<file path="config.mk">
export PLATFORM = sky130hd
export DESIGN_NAME = shift_register_readback_flat
export DESIGN_NICKNAME = d
export VERILOG_FILES = /design/src/rtl/shift_register_readback_pkg.sv /design/src/rtl/shift_register_readback_if.sv /design/src/rtl/shift_register_readback_tmr_vote.sv /design/src/rtl/shift_register_readback.sv /design/src/flat_wrapper.sv
export SDC_FILE = /design/constraint.sdc
export NUM_CORES = 1
export LEC_CHECK = 0
export CAP_MARGIN = 10
export CORE_UTILIZATION = 39
export CTS_BUF_LIST = sky130_fd_sc_hd__clkbuf_4
export CTS_CLUSTER_SIZE = 16
export DETAILED_ROUTE_END_ITERATION = 8
export PLACE_DENSITY = 0.66
export SYNTH_ARGS = -nofsm -noshare
export SYNTH_HDL_FRONTEND = slang
export SYNTH_SLANG_ARGS = --single-unit
</file>
<file path="constraint.sdc">
create_clock -name Clk -period 2.4 [get_ports Clk]
set_input_delay 0.24 -clock Clk [delete_from_list [all_inputs] [get_ports Clk]]
set_output_delay 0.24 -clock Clk [all_outputs]
set_load 0.005 [all_outputs]
</file>
<file path="src/rtl/shift_register_readback_pkg.sv">
// Shared constants and the FSM state encoding for the configuration-bus
// readback serialiser.
package shift_register_readback_pkg;

  localparam int DATA_W = 16;

  typedef enum logic [2:0] {
    IDLE    = 3'd0,
    ACQUIRE = 3'd1,
    READ    = 3'd2,
    WAIT    = 3'd3,
    SHIFT   = 3'd4,
    DONE    = 3'd5
  } state_t;

endpackage

</file>
<file path="src/rtl/shift_register_readback_if.sv">
// Configuration-bus daisy-chain segment seen by the readback block.
//
// Handshake: Conf_Free_In high means no upstream agent owns the bus. The
// block may take the bus only on an edge where Conf_Free_In is sampled high;
// while it owns the bus it drives Conf_Free_Out low, issues a one-cycle
// Conf_Read_Out strobe, and the memory returns Conf_Data_In a fixed number of
// cycles later (no ready/back-pressure on this bus). When not owning the bus,
// all *_Out signals pass the matching *_In signals through combinationally.
interface shift_register_readback_if;
  import shift_register_readback_pkg::*;

  logic              Conf_Free_In;
  logic              Conf_Free_Out;
  logic              Conf_Read_In;
  logic              Conf_Read_Out;
  logic [DATA_W-1:0] Conf_Address_In;
  logic [DATA_W-1:0] Conf_Address_Out;
  logic [DATA_W-1:0] Conf_Data_In;

  // Readback block side
  modport master (
    input  Conf_Free_In, Conf_Read_In, Conf_Address_In, Conf_Data_In,
    output Conf_Free_Out, Conf_Read_Out, Conf_Address_Out
  );

  // Chain / memory side
  modport slave (
    output Conf_Free_In, Conf_Read_In, Conf_Address_In, Conf_Data_In,
    input  Conf_Free_Out, Conf_Read_Out, Conf_Address_Out
  );

endinterface

</file>
<file path="src/rtl/shift_register_readback_tmr_vote.sv">
// Bitwise 2-of-3 majority voter for a triplicated register group.
module tmr_vote #(
  parameter int WIDTH = 1
) (
  input  logic [WIDTH-1:0] a,
  input  logic [WIDTH-1:0] b,
  input  logic [WIDTH-1:0] c,
  output logic [WIDTH-1:0] y
);

  assign y = (a & b) | (a & c) | (b & c);

endmodule

</file>
<file path="src/rtl/shift_register_readback.sv">
// Reads Num_Words configuration words starting at Base_Address and shifts each
// one out MSB-first on SR_Out. The bus is held only for the read of one word
// and released while that word is being shifted. Every state register is kept
// in three copies; logic and outputs only ever see the voted value.
module shift_register_readback
  import shift_register_readback_pkg::*;
#(
  parameter int READ_LAT = 2,
  parameter int CNT_W    = 12
) (
  input  logic              Clk,
  input  logic              Reset,
  input  logic              Start,
  input  logic [DATA_W-1:0] Base_Address,
  input  logic [CNT_W-1:0]  Num_Words,
  input  logic              Shift_En,
  shift_register_readback_if.master bus,
  output logic              SR_Out,
  output logic              SR_Valid,
  output logic              Busy,
  output logic              Done,
  output state_t            state
);

  // Datapath registers that share one voter.
  typedef struct packed {
    logic              own;
    logic [2:0]        lat;
    logic [3:0]        bitc;
    logic [CNT_W-1:0]  widx;
    logic [CNT_W-1:0]  nw;
    logic [DATA_W-1:0] base;
    logic [DATA_W-1:0] sr;
  } dp_t;

  localparam int DP_W = $bits(dp_t);

  logic [2:0]      state_q0, state_q1, state_q2;
  logic [2:0]      state_v;
  dp_t             dp_q0, dp_q1, dp_q2;
  logic [DP_W-1:0] dp_v;
  state_t          st, n_state;
  dp_t             cur, n_dp;
  logic            rd_strobe;
  logic [CNT_W:0]  widx_inc;

  tmr_vote #(.WIDTH(3)) u_state_vote (
    .a(state_q0), .b(state_q1), .c(state_q2), .y(state_v)
  );

  tmr_vote #(.WIDTH(DP_W)) u_dp_vote (
    .a(dp_q0), .b(dp_q1), .c(dp_q2), .y(dp_v)
  );

  assign st       = state_t'(state_v);
  assign cur      = dp_t'(dp_v);
  assign widx_inc = {1'b0, cur.widx} + {{CNT_W{1'b0}}, 1'b1};

  // All three copies reload from the voted next value, scrubbing a bad copy.
  always_ff @(posedge Clk or negedge Reset) begin
    if (!Reset) begin
      state_q0 <= IDLE;
      state_q1 <= IDLE;
      state_q2 <= IDLE;
      dp_q0    <= '0;
      dp_q1    <= '0;
      dp_q2    <= '0;
    end else begin
      state_q0 <= n_state;
      state_q1 <= n_state;
      state_q2 <= n_state;
      dp_q0    <= n_dp;
      dp_q1    <= n_dp;
      dp_q2    <= n_dp;
    end
  end

  // Next-state and datapath update for the acquire/read/wait/shift sequence.
  always_comb begin
    n_state   = st;
    n_dp      = cur;
    rd_strobe = 1'b0;
    case (st)
      IDLE: begin
        if (Start) begin
          n_dp.base = Base_Address;
          n_dp.nw   = Num_Words;
          n_dp.widx = '0;
          n_dp.bitc = '0;
          n_state   = (Num_Words == '0) ? DONE : ACQUIRE;
        end
      end
      ACQUIRE: begin
        if (bus.Conf_Free_In) begin
          n_dp.own = 1'b1;
          n_state  = READ;
        end
      end
      READ: begin
        rd_strobe = 1'b1;
        n_dp.lat  = 3'(READ_LAT - 1);
        n_state   = WAIT;
      end
      WAIT: begin
        if (cur.lat == 3'd0) begin
          n_dp.sr   = bus.Conf_Data_In;
          n_dp.own  = 1'b0;
          n_dp.bitc = '0;
          n_state   = SHIFT;
        end else begin
          n_dp.lat = cur.lat - 3'd1;
        end
      end
      SHIFT: begin
        if (Shift_En) begin
          n_dp.sr   = {cur.sr[DATA_W-2:0], 1'b0};
          n_dp.bitc = cur.bitc + 4'd1;
          if (cur.bitc == 4'd15) begin
            n_dp.widx = widx_inc[CNT_W-1:0];
            n_state   = (widx_inc < {1'b0, cur.nw}) ? ACQUIRE : DONE;
          end
        end
      end
      DONE:    n_state = IDLE;
      default: n_state = IDLE;
    endcase
  end

  assign state    = st;
  assign SR_Out   = cur.sr[DATA_W-1];
  assign SR_Valid = Shift_En & (st == SHIFT);
  assign Busy     = (st == ACQUIRE) || (st == READ) || (st == WAIT) || (st == SHIFT);
  assign Done     = (st == DONE);

  // Bus mux: pass-through unless this block currently owns the bus.
  assign bus.Conf_Free_Out    = cur.own ? 1'b0 : bus.Conf_Free_In;
  assign bus.Conf_Read_Out    = cur.own ? rd_strobe : bus.Conf_Read_In;
  assign bus.Conf_Address_Out = cur.own ? (cur.base + DATA_W'(cur.widx))
                                        : bus.Conf_Address_In;

endmodule

</file>
<file path="src/flat_wrapper.sv">
// flat-port wrapper written by rule: the top's interface ports become plain ports
module shift_register_readback_flat import shift_register_readback_pkg::*;
#(
  parameter int READ_LAT = 2,
  parameter int CNT_W    = 12
)
  (Clk, Reset, Start, Base_Address, Num_Words, Shift_En, SR_Out, SR_Valid, Busy, Done, state, bus_Conf_Free_In, bus_Conf_Read_In, bus_Conf_Address_In, bus_Conf_Data_In, bus_Conf_Free_Out, bus_Conf_Read_Out, bus_Conf_Address_Out);
  shift_register_readback_if bus_i ();
  input  logic Clk;
  input  logic Reset;
  input  logic Start;
  input  logic [DATA_W-1:0] Base_Address;
  input  logic [CNT_W-1:0] Num_Words;
  input  logic Shift_En;
  output logic SR_Out;
  output logic SR_Valid;
  output logic Busy;
  output logic Done;
  output state_t state;
  input wire logic [$bits(bus_i.Conf_Free_In)-1:0] bus_Conf_Free_In;
  input wire logic [$bits(bus_i.Conf_Read_In)-1:0] bus_Conf_Read_In;
  input wire logic [$bits(bus_i.Conf_Address_In)-1:0] bus_Conf_Address_In;
  input wire logic [$bits(bus_i.Conf_Data_In)-1:0] bus_Conf_Data_In;
  output wire logic [$bits(bus_i.Conf_Free_Out)-1:0] bus_Conf_Free_Out;
  output wire logic [$bits(bus_i.Conf_Read_Out)-1:0] bus_Conf_Read_Out;
  output wire logic [$bits(bus_i.Conf_Address_Out)-1:0] bus_Conf_Address_Out;
  assign bus_i.Conf_Free_In = bus_Conf_Free_In;
  assign bus_i.Conf_Read_In = bus_Conf_Read_In;
  assign bus_i.Conf_Address_In = bus_Conf_Address_In;
  assign bus_i.Conf_Data_In = bus_Conf_Data_In;
  assign bus_Conf_Free_Out = bus_i.Conf_Free_Out;
  assign bus_Conf_Read_Out = bus_i.Conf_Read_Out;
  assign bus_Conf_Address_Out = bus_i.Conf_Address_Out;
  shift_register_readback #(.READ_LAT(READ_LAT), .CNT_W(CNT_W)) u_core (.Clk(Clk), .Reset(Reset), .Start(Start), .Base_Address(Base_Address), .Num_Words(Num_Words), .Shift_En(Shift_En), .bus(bus_i), .SR_Out(SR_Out), .SR_Valid(SR_Valid), .Busy(Busy), .Done(Done), .state(state));
endmodule
</file>
==> impl_metrics.yaml, run 1 <==
global_route:
  grt_max_degree: 28
  antenna_found_initial: 0
  grt_overflow_total: 0
  grt_pass1_wl_mm: 19.52
  grt_pass1_vias: 4174
  grtUsageTotal: 0.2159
power_and_ir_drop:
  intPower_uw: 3417
  comb_power_share: 0.531
  pwr-share-clk: 0.138
  p_seq_frac: 0.331
  ir_drop_v: 0.0003829
  p_switching_uw: 2177
  finalPower_uw: 5595
  power_density_mw_per_mm2: 888.2
  p_leak_uw: 0.002854
  swShare: 0.3892
floorplanning:
  rows: 37
  core_sq_mm: 0.01046
  die_x_microns: 106.7
  fp.dieH_microns: 106.7
  initial_core_util: 0.4090
  die_area_sq_mm: 0.01139
  ios: 91
final_layout:
  num_antenna_cells: 0
  n_fill_cell: 902
  fin_nets: 724
  syn2layout_area_growth_pct: 47.19
  drive_gt1_frac: 0.2898
drt:
  wirelength_mm: 12.06
  post_drt_via_cell_ratio: 5.409
  drc: 0
  dr_total_vias: 4170
  drtAntennaViolNets: 0
  wl_per_cell_microns: 15.65
  drt-pass1-iter-count: 5
  drt_iter0_markers: 255
clock_network:
  clk_latency_ns: 0.44
  ctsHtreeMaxLevel: 3
  cts_buffers: 9
  cts_tree: "yes"
  clockBufferDepth: 2
  clock-root-buffer: "clkbuf_4"
  cts.sinks: 67
  clk_pin_slew_worst_paths_ns: 0.13
sta:
  finClkSkew_ns: 0.01845
  relSlewSlack: 0.5486
  tightestPinTransition_ns: 0.6708
  fin_ws_ns: -0.3742
  finalSetupViolCount: 12
  fmax_mhz: 360.5
  layout_min_cycle_time_ns: 2.774
  slew_viol_final: 0
  post-route-period-util: 1.156
  finalHoldViolCount: 0
  grt_setup_unrepaired: "yes"
  holdWs_ns: 0.2844
run_status:
  violations: "negative setup slack"
  outcome: "finished, violations left"
synthesis:
  synth.distinct_cells: 58
  ys.warnings.count: 0
  ys_ff_latch: 67
  ys_async_sr_fraction: 1.000
  seq_area_frac_synth: 0.3918
  synthesis.area_sq_mm: 0.004279
  synthCells: 469
  syn_nets: 563
  synth.avg_cell_area_sq_um: 9.124
  synth_flop_cell: "dfrtp_1"
  synth_edf_count: 0
worst_setup_path:
  rr_startpoint: "u_core.dp_q0[53]$_DFFE_PN0P_"
  r2r_end: "u_core.state_q0[2]$_DFF_PN0_"
  worstPathArrival_ns: 2.53
  reg2regPathDepth: 9
  required_ns: 2.16
  critPathLaunch: "u_core.dp_q0[44]$_DFFE_PN0P_"
  startpoint_type: "flop"
  critPathCaptureType: "output pin"
  endpoint: "bus_Conf_Address_Out[8]"
  r2r_slack_ns: 0.06
  crit_type: "reg2out"
  critPathMaxFanout: 2
placed_design:
  dp_hpwl_mm: 8.405
  gp_congestion: 0.8544
  io_buffers: 90
flow_run:
  maxCapViolCount: 0
worst_hold_path:
  hold_path_class: "in2async"
==> what timing repair did <==
| action | CTS | global route |
|---|---|---|
| setup endpoints to repair | 17 | 16 |
| setup buffers | 24 | 6 |
| hold buffers | 1 | 0 |
| pin swaps | 34 | 24 |
| endpoints found under the hold margin | 21 | 0 |
| resized for setup | 98 | 27 |
==> final cells by class <==
type	instances	area, sq um	area share
Multi-Input combinational cell	359	2745	0.4358
Sequential cell	67	1679	0.2666
Timing Repair Buffer	170	1475	0.2342
Tap cell	136	170.2	0.02702
Inverter	23	86.33	0.01371
Clock inverter	7	75.07	0.01192
Clock buffer	9	67.56	0.01073
==> flip-flops by register name (all words and copies together), names as in the netlist <==
| register | cells |
|---|---|
| u_core.dp_q0 | 64 |
| u_core.state_q0 | 3 |
==> metrics by stage <==
stage | setup TNS, ns | instance area [sq um] | utilization | setup slack [ns] | instances
after floorplan | 0 | 4279 | - | 0.1244 | 469
after global placement | -2.154 | 5642 | 0.5392 | -0.3256 | 728
after detailed placement | -2.284 | 5642 | 0.5392 | -0.3331 | 728
after CTS | -2.992 | 6148 | 0.5877 | -0.4375 | 767
after global routing | -4.546 | 6299 | 0.6020 | -0.5226 | 771
final | -2.869 | 6299 | 0.6020 | -0.3742 | 771
==> power by group through the flow <==
stage | registers, uW | logic (uW) | clock network [uW]
floorplan | 1740 | 1670 | 0
global placement | 1820 | 2820 | 0
detailed placement | 1840 | 2870 | 0
CTS | 1840 | 2910 | 789
global route | 1900 | 3300 | 856
finish | 1850 | 2970 | 771
==> cells in the mapped netlist, types with 5 or more instances <==
cell type  number  area (sq um)
a21oi_1        22         110.1
a22oi_1        16         120.1
and3_1          8         50.05
buf_2           6         30.03
buf_4           5         37.54
clkbuf_1        6         22.52
dfrtp_1        67          1677
ha_1           27         337.8
inv_1          23         86.33
mux2_2         21         236.5
nand2_1        87         326.6
nand3_1         8         40.04
nand4_1         7         43.79
nor2_1         12         45.04
nor2b_1         7         43.79
nor4_1          6         37.54
o21a_1          5         37.54
o21ai_0        41         205.2
o31ai_1         6         45.04
xnor2_1         9         78.83
xor2_1          9         78.83
==> cell usage in the layout, fill, tap and decap left out, types with 6 or more instances in the layout <==
cell type	instances
a21oi_1	17
a22oi_1	16
and3_1	6
buf_2	10
buf_4	69
buf_6	11
clkbuf_4	9
clkdlybuf4s50_1	74
dfrtp_1	65
ha_1	19
ha_4	7
inv_1	22
mux2_2	19
nand2_1	85
nand3_1	7
nand4_1	7
nor2_1	10
nor2b_1	6
o21ai_0	37
xnor2_1	7
xor2_1	7
==> metal layers <==
metal / wire length (microns) / vias to the layer above / track usage
met4: 160 / 0 / 0.06360
met5: 0 / - / 0
met1: 5433 / 2001 / 0.2707
met3: 587 / 17 / 0.04559
li1: - / 2011 / -
met2: 5883 / 141 / 0.3724
==> worst min path at each step <==
stage | cells past startpoint | endpoint | from
2_1_floorplan | 0 | u_core.dp_q0[0]$_DFFE_PN0P_ | Reset
4_1_cts | 2 | u_core.dp_q0[1]$_DFFE_PN0P_ | Reset
6_report | 2 | u_core.dp_q0[1]$_DFFE_PN0P_ | Reset
3_3_place_gp | 1 | u_core.dp_q0[0]$_DFFE_PN0P_ | Reset
3_5_place_dp | 1 | u_core.dp_q0[0]$_DFFE_PN0P_ | Reset
5_1_grt | 2 | u_core.dp_q0[10]$_DFFE_PN0P_ | Reset
==> critical path: stages, from the launching register on <==
cell and delay [ns]:
dfrtp_1 0.38, ha_2 0.19, inv_2 0.04, fa_2 0.36, nor2b_4 0.14, o2111ai_2 0.13
buf_4 0.17, buf_6 0.11, a21boi_2 0.15, buf_4 0.13, o2111ai_1 0.10, nand4_1 0.09
buf_2 0.11
==> kinds of logic (layout without fill, tap and decap cells) <==
family,Yosys count,after routing,share of synthesized area
AO/OA/AOI/OAI,130,130,0.1974
XOR/XNOR,18,18,0.03684
adder cells (fa/ha/maj),28,28,0.08362
buffers and inverters,43,209,0.04386
flip-flops,67,67,0.3918
multiplexers,24,24,0.06228
AND/OR/NAND/NOR,159,159,0.1842
Note: power is estimated with default switching activity, not from simulation.
==> inputs of run 2 (changes only) <==
--- a/config.mk
+++ b/config.mk
@@ -5,6 +5,7 @@
 export SDC_FILE = /design/constraint.sdc
 export NUM_CORES = 1
 export LEC_CHECK = 0
+export ABC_AREA = 1
 export CAP_MARGIN = 10
 export CORE_UTILIZATION = 39
 export CTS_BUF_LIST = sky130_fd_sc_hd__clkbuf_4
==> impl_metrics.yaml, run 2 <==
run_status:
  outcome: "finished, violations left"
  violations: "negative setup slack"
power_and_ir_drop:
  finalPower_uw: 5746
  p_leak_uw: 0.002817
  power_density_mw_per_mm2: 930.8
  ir_drop_v: 0.0005403
global_route:
  grtUsageTotal: 0.1928
  grt_max_degree: 28
  grt_overflow_total: 0
  antenna_found_initial: 0
  grt_pass1_vias: 4031
  grt_pass1_wl_mm: 17.48
synthesis:
  synth.avg_cell_area_sq_um: 8.182
  yosys-top-cells-count: "nand2_1, inv_1, dfrtp_1, nor2_1, a21oi_1"
  ys_async_sr_fraction: 1.000
  synth_edf_count: 0
  seq_area_frac_synth: 0.3866
  synthMuxAreaShare: 0.03376
  synthesis.area_sq_mm: 0.004337
  synthTopCellsByArea: "dfrtp_1, nand2_1, ha_1"
  synth_flop_cell: "dfrtp_1"
  ys.warnings.count: 0
  synth-simple-area-share: 0.1991
  synth_top_cell_by_area: "dfrtp_1"
  synth-compound-area-share: 0.1708
  synth_xor_area_frac: 0.03837
  synthAdderAreaFrac: 0.08252
  yosysMostFrequentCell: "nand2_1"
  syn_nets: 624
  ys_ff_latch: 67
  synth_top_family_by_area: "simple AND/OR/NAND/NOR gates"
  synthCells: 530
  synth.distinct_cells: 48
  synth_top_area_frac: 0.3866
placed_design:
  dpl-instance-area_sq_mm: 0.005499
  gp_congestion: 0.8205
  dp_hpwl_mm: 7.849
  io_buffers: 90
  post-place-cells: 771
clock_network:
  cts_buffers: 9
  clk_latency_ns: 0.42
  clockBufferDepth: 2
  clk_pin_slew_worst_paths_ns: 0.13
  ctsHtreeMaxLevel: 3
  cts_tree: "yes"
  cts.sinks: 67
  clock-root-buffer: "clkbuf_4"
drt:
  dr_total_vias: 4126
  wl_met2_mm: 6.043
  post_drt_via_cell_ratio: 5.094
  wl_per_cell_microns: 14.17
  dr_wl_met3_microns: 630
  wl_met1_mm: 4.572
  drt-pass1-iter-count: 4
  wirelength_mm: 11.48
  drc: 0
  drt_iter0_markers: 144
  top_layer_used: "met4"
  drtAntennaViolNets: 0
floorplanning:
  die_x_microns: 107.5
  rows: 38
  initial_core_util: 0.4000
  ios: 91
  fp.dieH_microns: 107.5
  core_sq_mm: 0.01084
  die_area_sq_mm: 0.01155
worst_setup_path:
  critPathCaptureType: "flop"
  crit_type: "reg2reg"
  critPathMaxFanout: 4
  required_ns: 2.73
  path_cells: "buf_4 -> nand3_1 -> nor2_1 -> nand2_1 -> nor2_2 -> nand2_1 -> xor2_2 -> inv_1 -> ha_1 -> nand2_1 -> o21a_1 -> nand2_1 -> nand2_1 -> nand2_1 -> nand2_1 -> nand2_1 -> nand2_1 -> a21oi_1"
  critPathBufInv: 2
  slowest_stage: "dfrtp_1"
  startpoint_type: "flop"
  cpMostUsedCell: "nand2_1"
  critPathTopFamily: "simple AND/OR/NAND/NOR gates"
  slowest_delay_ns: 0.42
  worstPathArrival_ns: 2.84
final_layout:
  top_register: "u_core.dp_q0"
  num_antenna_cells: 0
  fin_util: 0.5695
  drive_gt1_frac: 0.2597
  instances_no_fill: 810
  fin_nets: 759
  mostFrequentLayoutCell: "nand2_1"
  top_regs: "u_core.dp_q0: 64 flops, u_core.state_q0: 3 flops"
  final_cell_mix: "nand2_1, clkdlybuf4s50_1, inv_1"
  syn2layout_area_growth_pct: 42.35
  largest_reg_flops: 64
  design_area_sq_mm: 0.006173
sta:
  fin_ws_ns: -0.1069
  fmax_mhz: 398.9
  finalSetupViolCount: 7
  finalHoldViolCount: 0
  relSlewSlack: 0.6205
  finClkSkew_ns: 0.02115
  post-route-period-util: 1.045
  grt_setup_unrepaired: "yes"
  layout_min_cycle_time_ns: 2.507
  tightestPinTransition_ns: 0.5672
  slew_viol_final: 0
flow_run:
  maxCapViolCount: 0
worst_hold_path:
  hold_path_class: "in2async"
==> run 2: kinds of logic (layout without fill, tap and decap cells) <==
family                   after synthesis  count (layout)
buffers and inverters                 92             232
AND/OR/NAND/NOR                      198             198
AO/OA/AOI/OAI                        113             113
flip-flops                            67              67
multiplexers                          13              13
adder cells (fa/ha/maj)               28              28
XOR/XNOR                              19              19
==> run 2: worst paths after layout <==
kind / startpoint / endpoint / slack (ns) / cells past startpoint
max in group asynchronous: Reset / u_core.state_q0[0]$_DFF_PN0_ / 1.31 / 3
worst min-delay path: Reset / u_core.dp_q0[28]$_DFFE_PN0P_ / 0.31 / 2
min in group Clk: bus_Conf_Data_In[0] / u_core.dp_q0[0]$_DFFE_PN0P_ / 0.36 / 3
worst min register to register: u_core.dp_q0[32]$_DFFE_PN0P_ / u_core.dp_q0[32]$_DFFE_PN0P_ / 0.52 / 2
worst max-delay path: u_core.dp_q0[46]$_DFFE_PN0P_ / u_core.state_q0[2]$_DFF_PN0_ / -0.11 / 18
worst max register to register: u_core.dp_q0[46]$_DFFE_PN0P_ / u_core.state_q0[2]$_DFF_PN0_ / -0.11 / 18
==> run 2: layout make-up <==
| cell class | count | area [sq um] |
|---|---|---|
| Tap cell | 140 | 175.2 |
| Clock buffer | 10 | 75.07 |
| Fill cell | 964 | 4667 |
| Timing Repair Buffer | 135 | 1204 |
| Sequential cell | 67 | 1680 |
| Inverter | 81 | 311.5 |
| Multi-Input combinational cell | 371 | 2661 |
| Clock inverter | 6 | 66.31 |
==> run 2: power breakdown <==
group	internal [uW]	leakage (uW)	switching, uW	total (uW)
logic	1470	0.00191	1730	3190
clock network	328	0.0000686	426	754
registers	1530	0.000834	266	1800
total	3330	0.00282	2420	5750
==> run 2: metrics by stage <==
| step | hold WS [ns] | setup slack (ns) | setup TNS (ns) |
|---|---|---|---|
| 2_1_floorplan | -0.05559 | 0.3481 | 0 |
| 3_3_place_gp | 0.2396 | -0.1341 | -0.4215 |
| 3_5_place_dp | 0.2406 | -0.1577 | -0.4878 |
| 4_1_cts | 0.3212 | -0.2467 | -1.287 |
| 5_1_grt | 0.3296 | -0.3285 | -1.695 |
| 6_report | 0.3130 | -0.1069 | -0.4487 |
==> run 2: metal layers <==
layer,vias up,global-route usage
li1,2023,-
met1,1949,0.2241
met2,127,0.3502
met3,27,0.04298
met4,0,0.06067
met5,-,0
==> run 2: timing repair <==
action	in CTS	in global routing
hold buffers	1	0
pin swaps	14	29
hold endpoints to repair	20	0
buffers inserted	7	15
gates resized for setup	64	70
setup endpoints to repair	16	18
==> inputs of run 3 (changes only) <==
--- a/config.mk
+++ b/config.mk
@@ -12,6 +12,7 @@
 export CTS_CLUSTER_SIZE = 16
 export DETAILED_ROUTE_END_ITERATION = 8
 export PLACE_DENSITY = 0.66
+export SLEW_MARGIN = 10
 export SYNTH_ARGS = -nofsm -noshare
 export SYNTH_HDL_FRONTEND = slang
 export SYNTH_SLANG_ARGS = --single-unit
==> results of run 3 <==
Final layout, timing and power as in run 2 (identical DEF).
